===== src/rtl/snitch_icache_lookup_arbiter_if.sv =====
// Fetch-port and lookup-stage handshake bundle for the icache lookup arbiter.
// Latency: wires only. No state lives in this interface.
// Backpressure: carries the valid/ready pairs. The slave side is the arbiter.
interface snitch_icache_lookup_arbiter_if #(
  parameter int unsigned NR_PORTS = 2,
  parameter int unsigned FETCH_AW = 32,
  parameter int unsigned ID_WIDTH = 4,
  parameter int unsigned IDX_W    = (NR_PORTS > 1) ? $clog2(NR_PORTS) : 1
);

  // Fetch ports
  logic [NR_PORTS-1:0][FETCH_AW-1:0] port_addr_i;
  logic [NR_PORTS-1:0][ID_WIDTH-1:0] port_id_i;
  logic [NR_PORTS-1:0]               port_valid_i;
  logic [NR_PORTS-1:0]               port_ready_o;
  logic [NR_PORTS-1:0]               flush_req_i;
  logic [NR_PORTS-1:0]               flush_ack_o;

  // Lookup-stage request, monitored response and flush handshake
  logic [FETCH_AW-1:0]               lk_addr_o;
  logic [ID_WIDTH+IDX_W-1:0]         lk_id_o;
  logic                              lk_valid_o;
  logic                              lk_ready_i;
  logic                              lk_out_valid_i;
  logic                              lk_out_ready_i;
  logic                              lk_flush_valid_o;
  logic                              lk_flush_ready_i;

  // Arbiter side
  modport slave (
    input  port_addr_i, port_id_i, port_valid_i, flush_req_i,
    input  lk_ready_i, lk_out_valid_i, lk_out_ready_i, lk_flush_ready_i,
    output port_ready_o, flush_ack_o, lk_addr_o, lk_id_o, lk_valid_o,
    output lk_flush_valid_o
  );

  // Fetch-port / lookup-stage side
  modport master (
    output port_addr_i, port_id_i, port_valid_i, flush_req_i,
    output lk_ready_i, lk_out_valid_i, lk_out_ready_i, lk_flush_ready_i,
    input  port_ready_o, flush_ack_o, lk_addr_o, lk_id_o, lk_valid_o,
    input  lk_flush_valid_o
  );

endinterface


===== src/rtl/snitch_icache_lookup_arbiter.sv =====
// Round-robin arbiter of fetch ports onto the icache lookup port, with a flush sequencer.
// Latency: the request path is combinational, so zero cycles. A flush with no traffic acks 3 cycles after the request.
// Backpressure: a stalled grant is locked until accepted. Grants stop at MAX_OUTSTANDING and while a flush drains.
module snitch_icache_lookup_arbiter #(
  parameter int unsigned NR_PORTS        = 2,
  parameter int unsigned FETCH_AW        = 32,
  parameter int unsigned ID_WIDTH        = 4,
  parameter int unsigned MAX_OUTSTANDING = 2
) (
  input  logic                         clk_i,
  input  logic                         rst_ni,
  snitch_icache_lookup_arbiter_if.slave bus
);

  localparam int unsigned IDX_W = (NR_PORTS > 1) ? $clog2(NR_PORTS) : 1;
  localparam int unsigned CNT_W = $clog2(MAX_OUTSTANDING + 1);

  typedef enum logic [1:0] {
    IDLE  = 2'd0,
    DRAIN = 2'd1,
    FLUSH = 2'd2,
    ACK   = 2'd3
  } state_e;

  state_e              state_q, state_d;
  logic [IDX_W-1:0]    rr_q, rr_d;
  logic [IDX_W-1:0]    arb_idx, grant_idx, grant_q;
  logic                arb_found;
  logic [IDX_W:0]      cand;
  logic                locked_q;
  logic [CNT_W-1:0]    outstanding_q, outstanding_d;
  logic [NR_PORTS-1:0] flush_mask_q, flush_mask_d;
  logic                cnt_full, grant_allowed, lk_valid;
  logic                accept, retire;

  // Pick the first valid port at or after the round-robin pointer, wrapping around.
  always_comb begin
    arb_idx   = rr_q;
    arb_found = 1'b0;
    cand      = '0;
    for (int unsigned i = 0; i < NR_PORTS; i++) begin
      cand = {1'b0, rr_q} + (IDX_W+1)'(i);
      if (cand >= (IDX_W+1)'(NR_PORTS)) cand = cand - (IDX_W+1)'(NR_PORTS);
      if (!arb_found && bus.port_valid_i[cand[IDX_W-1:0]]) begin
        arb_found = 1'b1;
        arb_idx   = cand[IDX_W-1:0];
      end
    end
  end

  // A stalled request keeps its grant, so address and ID stay stable until accepted.
  // The lock also lets a stalled request finish while a flush is draining.
  assign grant_idx     = locked_q ? grant_q : arb_idx;
  assign cnt_full      = (outstanding_q >= CNT_W'(MAX_OUTSTANDING));
  assign grant_allowed = ((state_q == IDLE) || locked_q) && !cnt_full;
  assign lk_valid      = bus.port_valid_i[grant_idx] & grant_allowed;
  assign accept        = lk_valid & bus.lk_ready_i;
  assign retire        = bus.lk_out_valid_i & bus.lk_out_ready_i;
  assign rr_d          = (grant_idx == IDX_W'(NR_PORTS - 1)) ? '0 : grant_idx + 1'b1;

  // Drive the lookup request and route ready back to the granted port only.
  always_comb begin
    bus.port_ready_o            = '0;
    bus.port_ready_o[grant_idx] = bus.lk_ready_i & lk_valid;
    bus.lk_valid_o              = lk_valid;
    bus.lk_addr_o               = lk_valid ? bus.port_addr_i[grant_idx] : '0;
    bus.lk_id_o                 = lk_valid ? {grant_idx, bus.port_id_i[grant_idx]} : '0;
  end

  // Track in-flight lookups. An accept and a retire in the same cycle cancel.
  always_comb begin
    outstanding_d = outstanding_q;
    case ({accept, retire})
      2'b10:   outstanding_d = outstanding_q + CNT_W'(1);
      2'b01:   outstanding_d = outstanding_q - CNT_W'(1);
      default: outstanding_d = outstanding_q;
    endcase
  end

  // Flush sequencer. It collects requesters while draining, hands the flush to the
  // lookup stage, then acks everyone it collected in one pulse.
  always_comb begin
    state_d              = state_q;
    flush_mask_d         = flush_mask_q;
    bus.flush_ack_o      = '0;
    bus.lk_flush_valid_o = 1'b0;
    case (state_q)
      IDLE: begin
        if (|bus.flush_req_i) begin
          state_d      = DRAIN;
          flush_mask_d = flush_mask_q | bus.flush_req_i;
        end
      end
      DRAIN: begin
        flush_mask_d = flush_mask_q | bus.flush_req_i;
        if ((outstanding_q == '0) && !lk_valid) state_d = FLUSH;
      end
      FLUSH: begin
        bus.lk_flush_valid_o = 1'b1;
        if (bus.lk_flush_ready_i) state_d = ACK;
      end
      ACK: begin
        bus.flush_ack_o = flush_mask_q;
        flush_mask_d    = '0;
        state_d         = IDLE;
      end
      default: state_d = IDLE;
    endcase
  end

  // State registers. Reset clears everything, including a flush in progress.
  always_ff @(posedge clk_i or negedge rst_ni) begin
    if (!rst_ni) begin
      state_q       <= IDLE;
      rr_q          <= '0;
      grant_q       <= '0;
      locked_q      <= 1'b0;
      outstanding_q <= '0;
      flush_mask_q  <= '0;
    end else begin
      state_q       <= state_d;
      flush_mask_q  <= flush_mask_d;
      outstanding_q <= outstanding_d;
      locked_q      <= lk_valid & ~bus.lk_ready_i;
      if (lk_valid && !bus.lk_ready_i) grant_q <= grant_idx;
      if (accept) rr_q <= rr_d;
    end
  end

  // Counter must never underflow or overflow, and the flush must not race in-flight lookups.
  assert property (@(posedge clk_i) disable iff (!rst_ni)
    !(retire && !accept && (outstanding_q == '0)));
  assert property (@(posedge clk_i) disable iff (!rst_ni)
    !(accept && !retire && cnt_full));
  assert property (@(posedge clk_i) disable iff (!rst_ni)
    bus.lk_flush_valid_o |-> (outstanding_q == '0));

endmodule


===== src/flat_wrapper.sv =====
// flat-port wrapper written by rule: the top's interface ports become plain ports
module snitch_icache_lookup_arbiter_flat 
#(
  parameter int unsigned NR_PORTS        = 2,
  parameter int unsigned FETCH_AW        = 32,
  parameter int unsigned ID_WIDTH        = 4,
  parameter int unsigned MAX_OUTSTANDING = 2
)
  (clk_i, rst_ni, bus_port_addr_i, bus_port_id_i, bus_port_valid_i, bus_flush_req_i, bus_lk_ready_i, bus_lk_out_valid_i, bus_lk_out_ready_i, bus_lk_flush_ready_i, bus_port_ready_o, bus_flush_ack_o, bus_lk_addr_o, bus_lk_id_o, bus_lk_valid_o, bus_lk_flush_valid_o);
  snitch_icache_lookup_arbiter_if #(.NR_PORTS(NR_PORTS), .FETCH_AW(FETCH_AW), .ID_WIDTH(ID_WIDTH)) bus_i ();
  input  logic clk_i;
  input  logic rst_ni;
  input wire logic [$bits(bus_i.port_addr_i)-1:0] bus_port_addr_i;
  input wire logic [$bits(bus_i.port_id_i)-1:0] bus_port_id_i;
  input wire logic [$bits(bus_i.port_valid_i)-1:0] bus_port_valid_i;
  input wire logic [$bits(bus_i.flush_req_i)-1:0] bus_flush_req_i;
  input wire logic [$bits(bus_i.lk_ready_i)-1:0] bus_lk_ready_i;
  input wire logic [$bits(bus_i.lk_out_valid_i)-1:0] bus_lk_out_valid_i;
  input wire logic [$bits(bus_i.lk_out_ready_i)-1:0] bus_lk_out_ready_i;
  input wire logic [$bits(bus_i.lk_flush_ready_i)-1:0] bus_lk_flush_ready_i;
  output wire logic [$bits(bus_i.port_ready_o)-1:0] bus_port_ready_o;
  output wire logic [$bits(bus_i.flush_ack_o)-1:0] bus_flush_ack_o;
  output wire logic [$bits(bus_i.lk_addr_o)-1:0] bus_lk_addr_o;
  output wire logic [$bits(bus_i.lk_id_o)-1:0] bus_lk_id_o;
  output wire logic [$bits(bus_i.lk_valid_o)-1:0] bus_lk_valid_o;
  output wire logic [$bits(bus_i.lk_flush_valid_o)-1:0] bus_lk_flush_valid_o;
  assign bus_i.port_addr_i = bus_port_addr_i;
  assign bus_i.port_id_i = bus_port_id_i;
  assign bus_i.port_valid_i = bus_port_valid_i;
  assign bus_i.flush_req_i = bus_flush_req_i;
  assign bus_i.lk_ready_i = bus_lk_ready_i;
  assign bus_i.lk_out_valid_i = bus_lk_out_valid_i;
  assign bus_i.lk_out_ready_i = bus_lk_out_ready_i;
  assign bus_i.lk_flush_ready_i = bus_lk_flush_ready_i;
  assign bus_port_ready_o = bus_i.port_ready_o;
  assign bus_flush_ack_o = bus_i.flush_ack_o;
  assign bus_lk_addr_o = bus_i.lk_addr_o;
  assign bus_lk_id_o = bus_i.lk_id_o;
  assign bus_lk_valid_o = bus_i.lk_valid_o;
  assign bus_lk_flush_valid_o = bus_i.lk_flush_valid_o;
  snitch_icache_lookup_arbiter #(.NR_PORTS(NR_PORTS), .FETCH_AW(FETCH_AW), .ID_WIDTH(ID_WIDTH), .MAX_OUTSTANDING(MAX_OUTSTANDING)) u_core (.clk_i(clk_i), .rst_ni(rst_ni), .bus(bus_i));
endmodule

===== config.mk =====
export PLATFORM = sky130hd
export DESIGN_NAME = snitch_icache_lookup_arbiter_flat
export DESIGN_NICKNAME = d
export VERILOG_FILES = /design/src/rtl/snitch_icache_lookup_arbiter_if.sv /design/src/rtl/snitch_icache_lookup_arbiter.sv /design/src/flat_wrapper.sv
export SDC_FILE = /design/constraint.sdc
export NUM_CORES = 1
export LEC_CHECK = 0
export ABC_AREA = 1
export CAP_MARGIN = 10
export CORE_ASPECT_RATIO = 1.25
export CORE_MARGIN = 3
export CORE_UTILIZATION = 32
export CTS_BUF_LIST = sky130_fd_sc_hd__clkbuf_8
export DETAILED_ROUTE_END_ITERATION = 6
export PLACE_DENSITY_LB_ADDON = 0.1
export SETUP_SLACK_MARGIN = 0.4
export SYNTH_ARGS = -nofsm -noshare
export SYNTH_HDL_FRONTEND = slang
export SYNTH_SLANG_ARGS = --single-unit

===== constraint.sdc =====
create_clock -name clk_i -period 3 [get_ports clk_i]
set_input_delay 0.45 -clock clk_i [delete_from_list [all_inputs] [get_ports clk_i]]
set_output_delay 0.45 -clock clk_i [all_outputs]
set_load 0.02 [all_outputs]

Yosys cells after proc, flatten, opt, wreduce, memory -nomap -nowiden

Index checks and enable logic that the tools add are counted.

Eq/ne operators: 8
Divide/modulo/power cells: 0
Bitwise logic cells: 7
Add/sub/neg operators: 6
Magnitude comparators: 7
Muxes and demuxes: 30
Shift-type cells: 0
Reduce and logical (&&, ||, !) cells: 17
Multiply operators: 0

Operator list:

| cell                | count |
|---|---|
| $mux 32             | 3 |
| $mux 1              | 15 |
| $mux 2              | 5 |
| $mux 4              | 2 |
| $pmux 2 s4          | 1 |
| $eq 2x2->1 const B  | 3 |
| $lt 1x2->1 const B  | 3 |
| $pmux 2 s3          | 1 |
| $logic_and 1x1->1   | 5 |
| $mux 5              | 1 |
| $and 1x1->1         | 4 |
| $eq 2x1->1 const B  | 2 |
| $ge 2x2->1 const B  | 2 |
| $logic_not 1->1     | 4 |
| $logic_not 2->1     | 2 |
| $ne 2x2->1 const B  | 2 |
| $pmux 2 s2          | 1 |
| $reduce_and 3->1    | 1 |
| $reduce_bool 3->1   | 1 |
| $add 1x1->2 const B | 1 |
| $add 2x1->2 const B | 1 |
| $and 2x2->2         | 1 |
| $ge 1x2->1 const B  | 1 |
| $ne 2x1->1 const B  | 1 |
| 11 further kinds    | 12 |

Word-level logic and storage cells: 81
Latch bits: 0
Bits in registers: 9
Output and inout bits: 43
Memories kept: 0
RAM bits: 0
Input bits: 82
ROM bits: 0

Logic depth before layout (Yosys ltp)

Gate-level depths: netlist of run 1.

Depth after elaboration: 16
Depth in mapped cells: 12
Mapped depth without buffers: 12

Worst setup path before layout of run 1

No wires, ideal clock.

Path kind: register to output
From: register u_core.state_q[0]
To: output bus_port_ready_o[1]
Cell stages (with the launch flop): 9
Data arrival time: 1.459 ns
Setup slack: 1.091 ns
Path buffers: 0
Data required time: 2.550 ns
Cell sequence: dfrtp_1 inv_1 ha_1 o21ai_0 inv_1 nand3_2 inv_1 nand2_1 nor2_1

Cells in the longest elaborated chain, start to end: 6

RTL lines:

| what                         | line                                | RTL |
|---|---|---|
| from (decl)                  | snitch_icache_lookup_arbiter.sv:25  | `state_e state_q, state_d;` |
| from (signal assigned)       | snitch_icache_lookup_arbiter.sv:121 | `state_q <= state_d;` |
| $logic_not 2->1              | snitch_icache_lookup_arbiter.sv:55  | `assign grant_allowed = ((state_q == IDLE) \|\| locked_q) && !cnt_full;` |
| $logic_or 1x1->1             | snitch_icache_lookup_arbiter.sv:55  |  |
| $logic_and 1x1->1            | snitch_icache_lookup_arbiter.sv:55  |  |
| $and 1x1->1                  | snitch_icache_lookup_arbiter.sv:56  | `assign lk_valid = bus.port_valid_i[grant_idx] & grant_allowed;` |
| net bus_lk_valid_o           | flat_wrapper.sv:25                  | `output wire logic [$bits(bus_i.lk_valid_o)-1:0] bus_lk_valid_o;` |
| $and 1x1->1                  | snitch_icache_lookup_arbiter.sv:64  | `bus.port_ready_o[grant_idx] = bus.lk_ready_i & lk_valid;` |
| $and 2x2->2 (no source line) | n/a                                 |  |
| to (decl)                    | flat_wrapper.sv:21                  | `output wire logic [$bits(bus_i.port_ready_o)-1:0] bus_port_ready_o;` |

The timed path passes the listed nets, and every way through them passes these cells.

Worst setup path in the final report of run 1

From: input bus_port_valid_i[1]
To: output bus_lk_id_o[2]

Cells in the longest elaborated chain, start to end: 11
Elaborated cells on any way between the ends: 16
Classes of those cells: 13 x mux; 1 x bitwise; 2 x reduce/logical

RTL lines:

| what                                       | line                               | RTL |
|---|---|---|
| from (decl)                                | flat_wrapper.sv:15                 | `input wire logic [$bits(bus_i.port_valid_i)-1:0] bus_port_valid_i;` |
| $mux 1 (not written as such) (2 in series) | snitch_icache_lookup_arbiter.sv:44 | `if (!arb_found && bus.port_valid_i[cand[IDX_W-1:0]]) begin` |
| $mux 1                                     | snitch_icache_lookup_arbiter.sv:44 |  |
| $logic_not 1->1                            | snitch_icache_lookup_arbiter.sv:44 |  |
| $logic_and 1x1->1                          | snitch_icache_lookup_arbiter.sv:44 |  |
| $mux 1                                     | snitch_icache_lookup_arbiter.sv:44 |  |
| $mux 1                                     | snitch_icache_lookup_arbiter.sv:53 | `assign grant_idx = locked_q ? grant_q : arb_idx;` |
| $mux 1 (not written as such) (2 in series) | snitch_icache_lookup_arbiter.sv:56 |  |
| $and 1x1->1                                | snitch_icache_lookup_arbiter.sv:56 |  |
| $mux 5 (*)                                 | snitch_icache_lookup_arbiter.sv:67 | `bus.lk_id_o = lk_valid ? {grant_idx, bus.port_id_i[grant_idx]} : '0;` |
| to (decl)                                  | flat_wrapper.sv:24                 | `output wire logic [$bits(bus_i.lk_id_o)-1:0] bus_lk_id_o;` |

Mark *: on every way between the ends. The rest lies on a longest branch, timed or not. The select of a mux whose other input is x is not followed.

==> results of run 1 <==
[per-layer routing]
layer,routed length (um),track usage [%]
met3,442,3.65
met2,2570,36.9
met1,1950,23.8
met5,0,0
met4,46,4.58
[synth_stat cells, types with 2 or more instances]
cell type,n
a21oi_1,17
ha_1,6
buf_6,4
nand3_1,3
nand2_2,2
a21oi_2,20
inv_1,20
dfrtp_1,9
nor2_1,11
o21ai_0,5
nand2_1,92
buf_4,2
buf_2,5
[kinds of logic (layout without fill, tap and decap cells)]
| family | Yosys count | count (layout) |
|---|---|---|
| DFF | 9 | 9 |
| buffers and inverters | 32 | 157 |
| adders and majority gates | 6 | 6 |
| AOI/OAI and AO/OA | 43 | 43 |
| xor gates and xnor gates | 2 | 2 |
| and+or+nand+nor | 110 | 110 |
[worst max-delay path, stage by stage]
cell             delay (ps)
clkdlybuf4s50_1         490
nor2_1                   50
nor2_1                  110
nand2_2                  80
nand3_1                 120
nand3_4                 150
buf_12                  200
a21oi_2                 100
dlygate4sd2_1           350
[stage by stage]
stage	setup WS (ps)	instances	utilization, %
CTS	359	363	70.4
finish	452	366	68.3
floorplan	1090	202	-
global route	302	366	68.3
detailed placement	63.7	359	70.0
global placement	120	359	70.0
[what timing repair did]
item,4_1_cts,5_1_grt
cloned,0,1
setup endpoints to repair,40,39
setup buffers,0,2
resized for setup,51,54
[worst min path at each step]
stage                      startpoint                      end  slack [ps]  cells after the start
6_report       u_core.flush_mask_q[0]   u_core.flush_mask_q[0]         500                      2
4_1_cts        u_core.flush_mask_q[0]   u_core.flush_mask_q[0]         500                      2
2_1_floorplan                  rst_ni   u_core.flush_mask_q[0]         150                      0
3_3_place_gp              u_core.rr_q              u_core.rr_q         490                      2
3_5_place_dp   u_core.flush_mask_q[0]   u_core.flush_mask_q[0]         490                      2
5_1_grt                        rst_ni  u_core.outstanding_q[1]         540                      1
[power groups by stage]
stage | Combinational, uW | Sequential (uW) | Clock (uW)
after detailed placement | 1120 | 225 | 0
after global routing | 1190 | 232 | 147
after global placement | 1100 | 222 | 0
final | 1080 | 224 | 141
after floorplan | 682 | 212 | 0
after CTS | 1060 | 224 | 145
[area by class of cell]
type | count | area share (%)
clock inverter | 1 | 0.207
inverter | 21 | 3.26
multi-input combinational | 161 | 33.9
clock buffer | 3 | 1.71
sequential | 9 | 9.31
timing repair buffer | 132 | 49.6
tap | 39 | 2.02
[registers in the layout, indices dropped and copies added (netlist names)]
signal                cells
u_core.flush_mask_q       2
u_core.grant_q            1
u_core.locked_q           1
u_core.outstanding_q      2
u_core.rr_q               1
u_core.state_q            2
==> qor.yml, run 1 <==
antenna-diode-count: 0
synthesis.area_sq_mm: 0.00120
fp.dieW_um: 60.8
row_count: 24
synth_top_family_by_area: "simple AND/OR/NAND/NOR gates"
cts_buffers: 3
worstSetupEndpoint: "bus_lk_id_o[2]"
fin_nets: 416
synth_seq_cells: 9
timing.rr.end: "u_core.outstanding_q[1]"
synth.area.mux_share_pct: 0
cp-end-kind: "output pin"
peakVddDrop_uv: 403
netlist_instances: 202
synth_area_per_cell_sq_um: 5.95
synthFlopType: "dfrtp_1"
synth_edf_count: 0
final_common_cell: "nand2_1"
crit_required_ps: 2550
routedWlPerCell_um: 13.7
areaGrowthSynthToFinish_pct: 101
ff_latch_area_sq_um: 225
power_uw: 1440
whs_ps: 497
pwr-share-seq_pct: 15.5
yosysTopAreaCell: "nand2_1"
postRouteAntennaNets: 0
dieArea_sq_mm: 0.00453
netSwitchingFraction_pct: 50.0
fin_crit_sh_pct: 84.9
vias: 1701
root_buffer: "clkbuf_8"
grt_usage_pct: 20.1
finClkSkew_ps: 2.51
fmax_mhz: 392
crit_fanout: 18
ys_top_cells_by_area: "nand2_1 (29%), dfrtp_1 (19%), a21oi_2 (15%)"
drcViolationCount: 0
period_needed_ps: 2550
crit_arrival_ps: 2100
drt_iter0_markers: 80
fill_cells: 358
grt_first_pass_wirelength_mm: 7.07
synth_cell_types: 19
leakage_uw: 0.00120
synth_seq_area_share_pct: 18.8
grt_max_degree: 37
switching_power_uw: 721
clk_pin_slew_ps: 50
timing.rr.start: "u_core.state_q[0]"
synthSimpleGateAreaFrac_pct: 35.7
start_util_pct: 33.9
hold_buffers: 0
antenna_found_initial: 0
hpwl_mm: 3.97
grt_pass1_vias: 1492
place_area_sq_mm: 0.00248
syn_nets: 290
io_buffers: 124
vias_per_cell: 4.65
clock_path_buffers: 2
finalWirelength_mm: 5.01
synth_xor_area_share_pct: 1.46
gr-total-overflow: 0
tritoncts: "yes"
cp-startpoint: "bus_port_valid_i[1]"
synth_top_cell_area_share_pct: 28.8
cts_sinks: 9
synth_compound_area_share_pct: 24.2
mostFrequentLayoutCells: "nand2_1 (92), clkdlybuf4s50_1 (84), clkbuf_2 (30)"
hp-class: "reg -> reg"
p_comb_share_pct: 74.7
p_int_uw: 720
cap_violations: 0
synth_adder_area_share_pct: 6.25
fp.coreArea_sq_mm: 0.00354
worstSetupPathType: "in -> out"
drive_gt1_share_pct: 20.2
start_kind: "input pin"
yosys_warnings: 0
async_flop_share_pct: 100
grt_setup_unrepaired: "yes"
slew_headroom_pct: 72.0
rrSetupSlack_ps: 810
status: "completed"
stdcell_area_sq_mm: 0.00242
p_per_area_mw_per_mm2: 595
io_pins: 125
tns_ps: 0
die_h_um: 74.5
multi_input_area_sq_um: 820
clkPwrFrac_pct: 9.8
r2r_cells: 12
worst_pin_slew_ps: 419
dr.pass1.iters: 4
setup_viol_count_final: 0
htreeDepth: 1
hold_viol: 0
insertion_delay_ps: 240
gp_congestion: 0.766
drv_slew: 0
Note: power is estimated with default switching activity, not from simulation.
==> inputs of run 2 (changes only) <==
--- a/config.mk
+++ b/config.mk
@@ -9,7 +9,7 @@
 export CAP_MARGIN = 10
 export CORE_ASPECT_RATIO = 1.25
 export CORE_MARGIN = 3
-export CORE_UTILIZATION = 32
+export CORE_UTILIZATION = 30
 export CTS_BUF_LIST = sky130_fd_sc_hd__clkbuf_8
 export DETAILED_ROUTE_END_ITERATION = 6
 export PLACE_DENSITY_LB_ADDON = 0.1
==> constraint.sdc (replaced) <==
create_clock -name clk_i -period 2.6 [get_ports clk_i]
set_input_delay 0.39 -clock clk_i [delete_from_list [all_inputs] [get_ports clk_i]]
set_output_delay 0.39 -clock clk_i [all_outputs]
set_load 0.02 [all_outputs]
==> run 2 against run 1 <==
First-iteration DRC count up 34%. Worst hold slack got worse by 50 ps. Flip-flop and latch count unchanged. Via count rose by 4.4%. Total power rose by 34%. Final area is 10% higher. Critical path depth down 1. Sequential share of layout area fell by 0.87 points. Final cell count grew 7.1%. Critical endpoint is now bus_lk_addr_o[0]. Largest power group unchanged.
==> qor.yml, run 2 (synthesized netlist as in run 1, its figures left out) <==
grt_pass1_vias: 1684  # +13%
finClkSkew_ps: 3.76  # +1.24 ps
p_comb_share_pct: 78.9  # +4.2 points
netSwitchingFraction_pct: 48.4  # -1.6 points
gr-total-overflow: 0  # unchanged
hold_viol: 0  # unchanged
routedWlPerCell_um: 14.1  # +3.1%
crit_fanout: 10  # -8
rrSetupSlack_ps: 560  # -250 ps
crit_required_ps: 2210  # -340 ps
crit_arrival_ps: 1780  # -320 ps
crit_family: "buffers and inverters"
path_buf_inv: 4  # +1
worstSetupPathType: "reg -> out"
dr.pass1.iters: 4  # unchanged
mostFrequentLayoutCells: "nand2_1 (91), clkdlybuf4s50_1 (82), a21oi_2 (28)"
gp_congestion: 0.904  # +18%
io_pins: 125  # unchanged
switching_power_uw: 935  # +30%
status: "completed"
drcViolationCount: 0  # unchanged
root_buffer: "clkbuf_8"
drive_gt1_share_pct: 30.2  # +10 points
final_common_cell: "nand2_1"
worstSetupEndpoint: "bus_lk_addr_o[0]"
dieArea_sq_mm: 0.00480  # +6.1%
p_int_uw: 997  # +38%
antenna-diode-count: 0  # unchanged
clock_path_buffers: 2  # unchanged
drv_slew: 0  # unchanged
drt_iter0_markers: 107  # +34%
start_util_pct: 31.5  # -2.4 points
leakage_uw: 0.00130  # +8.3%
cap_violations: 0  # unchanged
fp.dieW_um: 62.6  # +3.0%
cts_sinks: 9  # unchanged
vias_per_cell: 4.53  # -2.5%
slowest_stage: "dfrtp_1"
worst_pin_slew_ps: 398  # -21.0 ps
cp-end-kind: "output pin"
max_stage_delay_ps: 380  # -110 ps
p_per_area_mw_per_mm2: 724  # +22%
fill_cells: 353  # -1.4%
path_depth: 8  # -1
die_h_um: 76.7  # +3.0%
timing.rr.end: "u_core.outstanding_q[1]"
place_area_sq_mm: 0.00252  # +1.5%
stdcell_area_sq_mm: 0.00267  # +10%
insertion_delay_ps: 240  # about the same
grt_setup_unrepaired: "yes"
period_needed_ps: 2170
pwr-share-seq_pct: 12.8  # -2.7 points
grt_max_degree: 27  # -27%
clk_pin_slew_ps: 50  # about the same
tritoncts: "yes"
cp_cell_sequence: "inv_2 -> ha_4 -> o21ai_0 -> inv_1 -> nand3_4 -> clkbuf_16 -> a21oi_2 -> buf_2"
grt_first_pass_wirelength_mm: 8.52  # +21%
cp-startpoint: "u_core.state_q[0]"
hp-class: "in -> async"
slew_headroom_pct: 73.4  # +1.4 points
postRouteAntennaNets: 0  # unchanged
row_count: 25  # +4.2%
fin_crit_sh_pct: 83.3
cts_buffers: 3  # unchanged
reg_top3: "u_core.flush_mask_q: 2 flops, u_core.outstanding_q: 2 flops, u_core.state_q: 2 flops"
hpwl_mm: 4.10  # +3.3%
tns_ps: 0  # unchanged
antenna_found_initial: 0  # unchanged
vias: 1776  # +4.4%
hold_buffers: 0  # unchanged
grt_usage_pct: 22.2  # +2.1 points
io_buffers: 124  # unchanged
start_kind: "register"
finish.utilization_pct: 69.9  # +1.6 points
fmax_mhz: 462
timing.rr.start: "u_core.state_q[0]"
fin_nets: 427  # +2.6%
areaGrowthSynthToFinish_pct: 122
finalWirelength_mm: 5.53  # +10%
clkPwrFrac_pct: 8.3  # -1.5 points
setup_viol_count_final: 0  # unchanged
fp.coreArea_sq_mm: 0.00382  # +7.7%
r2r_cells: 11  # -1
htreeDepth: 1  # unchanged
peakVddDrop_uv: 595  # +48%
run 2: cell count changes in the layout (fill, tap and decap cells not counted), sizes merged:
| cell | previous run | this run |
|---|---|---|
| dlymetal6s2s | 0 | 1 |
| clkdlybuf4s15 | 3 | 1 |
| inv | 21 | 22 |
| buf | 7 | 55 |
| clkinv | 1 | 0 |
| nand3 | 4 | 5 |
| dlygate4sd2 | 7 | 1 |
| clkbuf | 34 | 5 |
| clkdlybuf4s50 | 84 | 82 |
run 2: final cells by class:
class,count,area [sq um],share of cell area (%)
clock buffer,3,41.3,1.55
clock inverter,1,3.75,0.141
inverter,21,78.8,2.95
multi-input combinational,162,920,34.5
sequential,9,225,8.44
tap,54,67.6,2.53
timing repair buffer,142,1330,49.9
run 2: worst min-delay path by stage:
stage	slack [ps]	to	cells after the start
final	450	u_core.state_q[1]	1
after global routing	460	u_core.outstanding_q[1]	1
after CTS	450	u_core.flush_mask_q[1]	1
after detailed placement	510	u_core.rr_q	2
after global placement	490	u_core.rr_q	2
after floorplan	90	u_core.flush_mask_q[0]	0
run 2: worst reg2reg max path: stages (launching register included):
cell and delay, ps:
dfrtp_1 380, inv_2 100, ha_4 140, o21ai_0 60
inv_1 140, nand3_2 200, nor2_4 160, inv_1 60
ha_1 310, a21oi_1 110, o21ai_0 110, xor2_1 150
run 2: power groups by stage:
stage	logic (uW)	clock network (uW)	registers [uW]
final	1520	161	247
after floorplan	787	0	244
after detailed placement	1300	0	259
after CTS	1330	167	245
after global placement	1280	0	256
after global routing	1670	177	255
run 2: metrics by stage:
stage / hold WS [ps] / std cells / total power (uW) / setup slack, ps
floorplan: 94.4 / 202 / 1030 / 751
global placement: 492 / 378 / 1540 / -133
detailed placement: 506 / 378 / 1560 / -192
CTS: 454 / 386 / 1740 / 342
global route: 463 / 392 / 2100 / 355
finish: 447 / 392 / 1930 / 434
run 2: what timing repair did:
action | in CTS | in global routing
resized for setup | 173 | 35
pin swaps | 1 | 1
buffers inserted | 3 | 3
setup endpoints to repair | 41 | 41
gates cloned | 1 | 3
run 2: metal layers:
layer,up-vias,routed length (um),global-route usage (%)
met5,-,0,0
met4,0,128,8.83
met3,11,400,4.69
met2,77,2700,37.0
met1,783,2310,27.6
li1,905,-,-
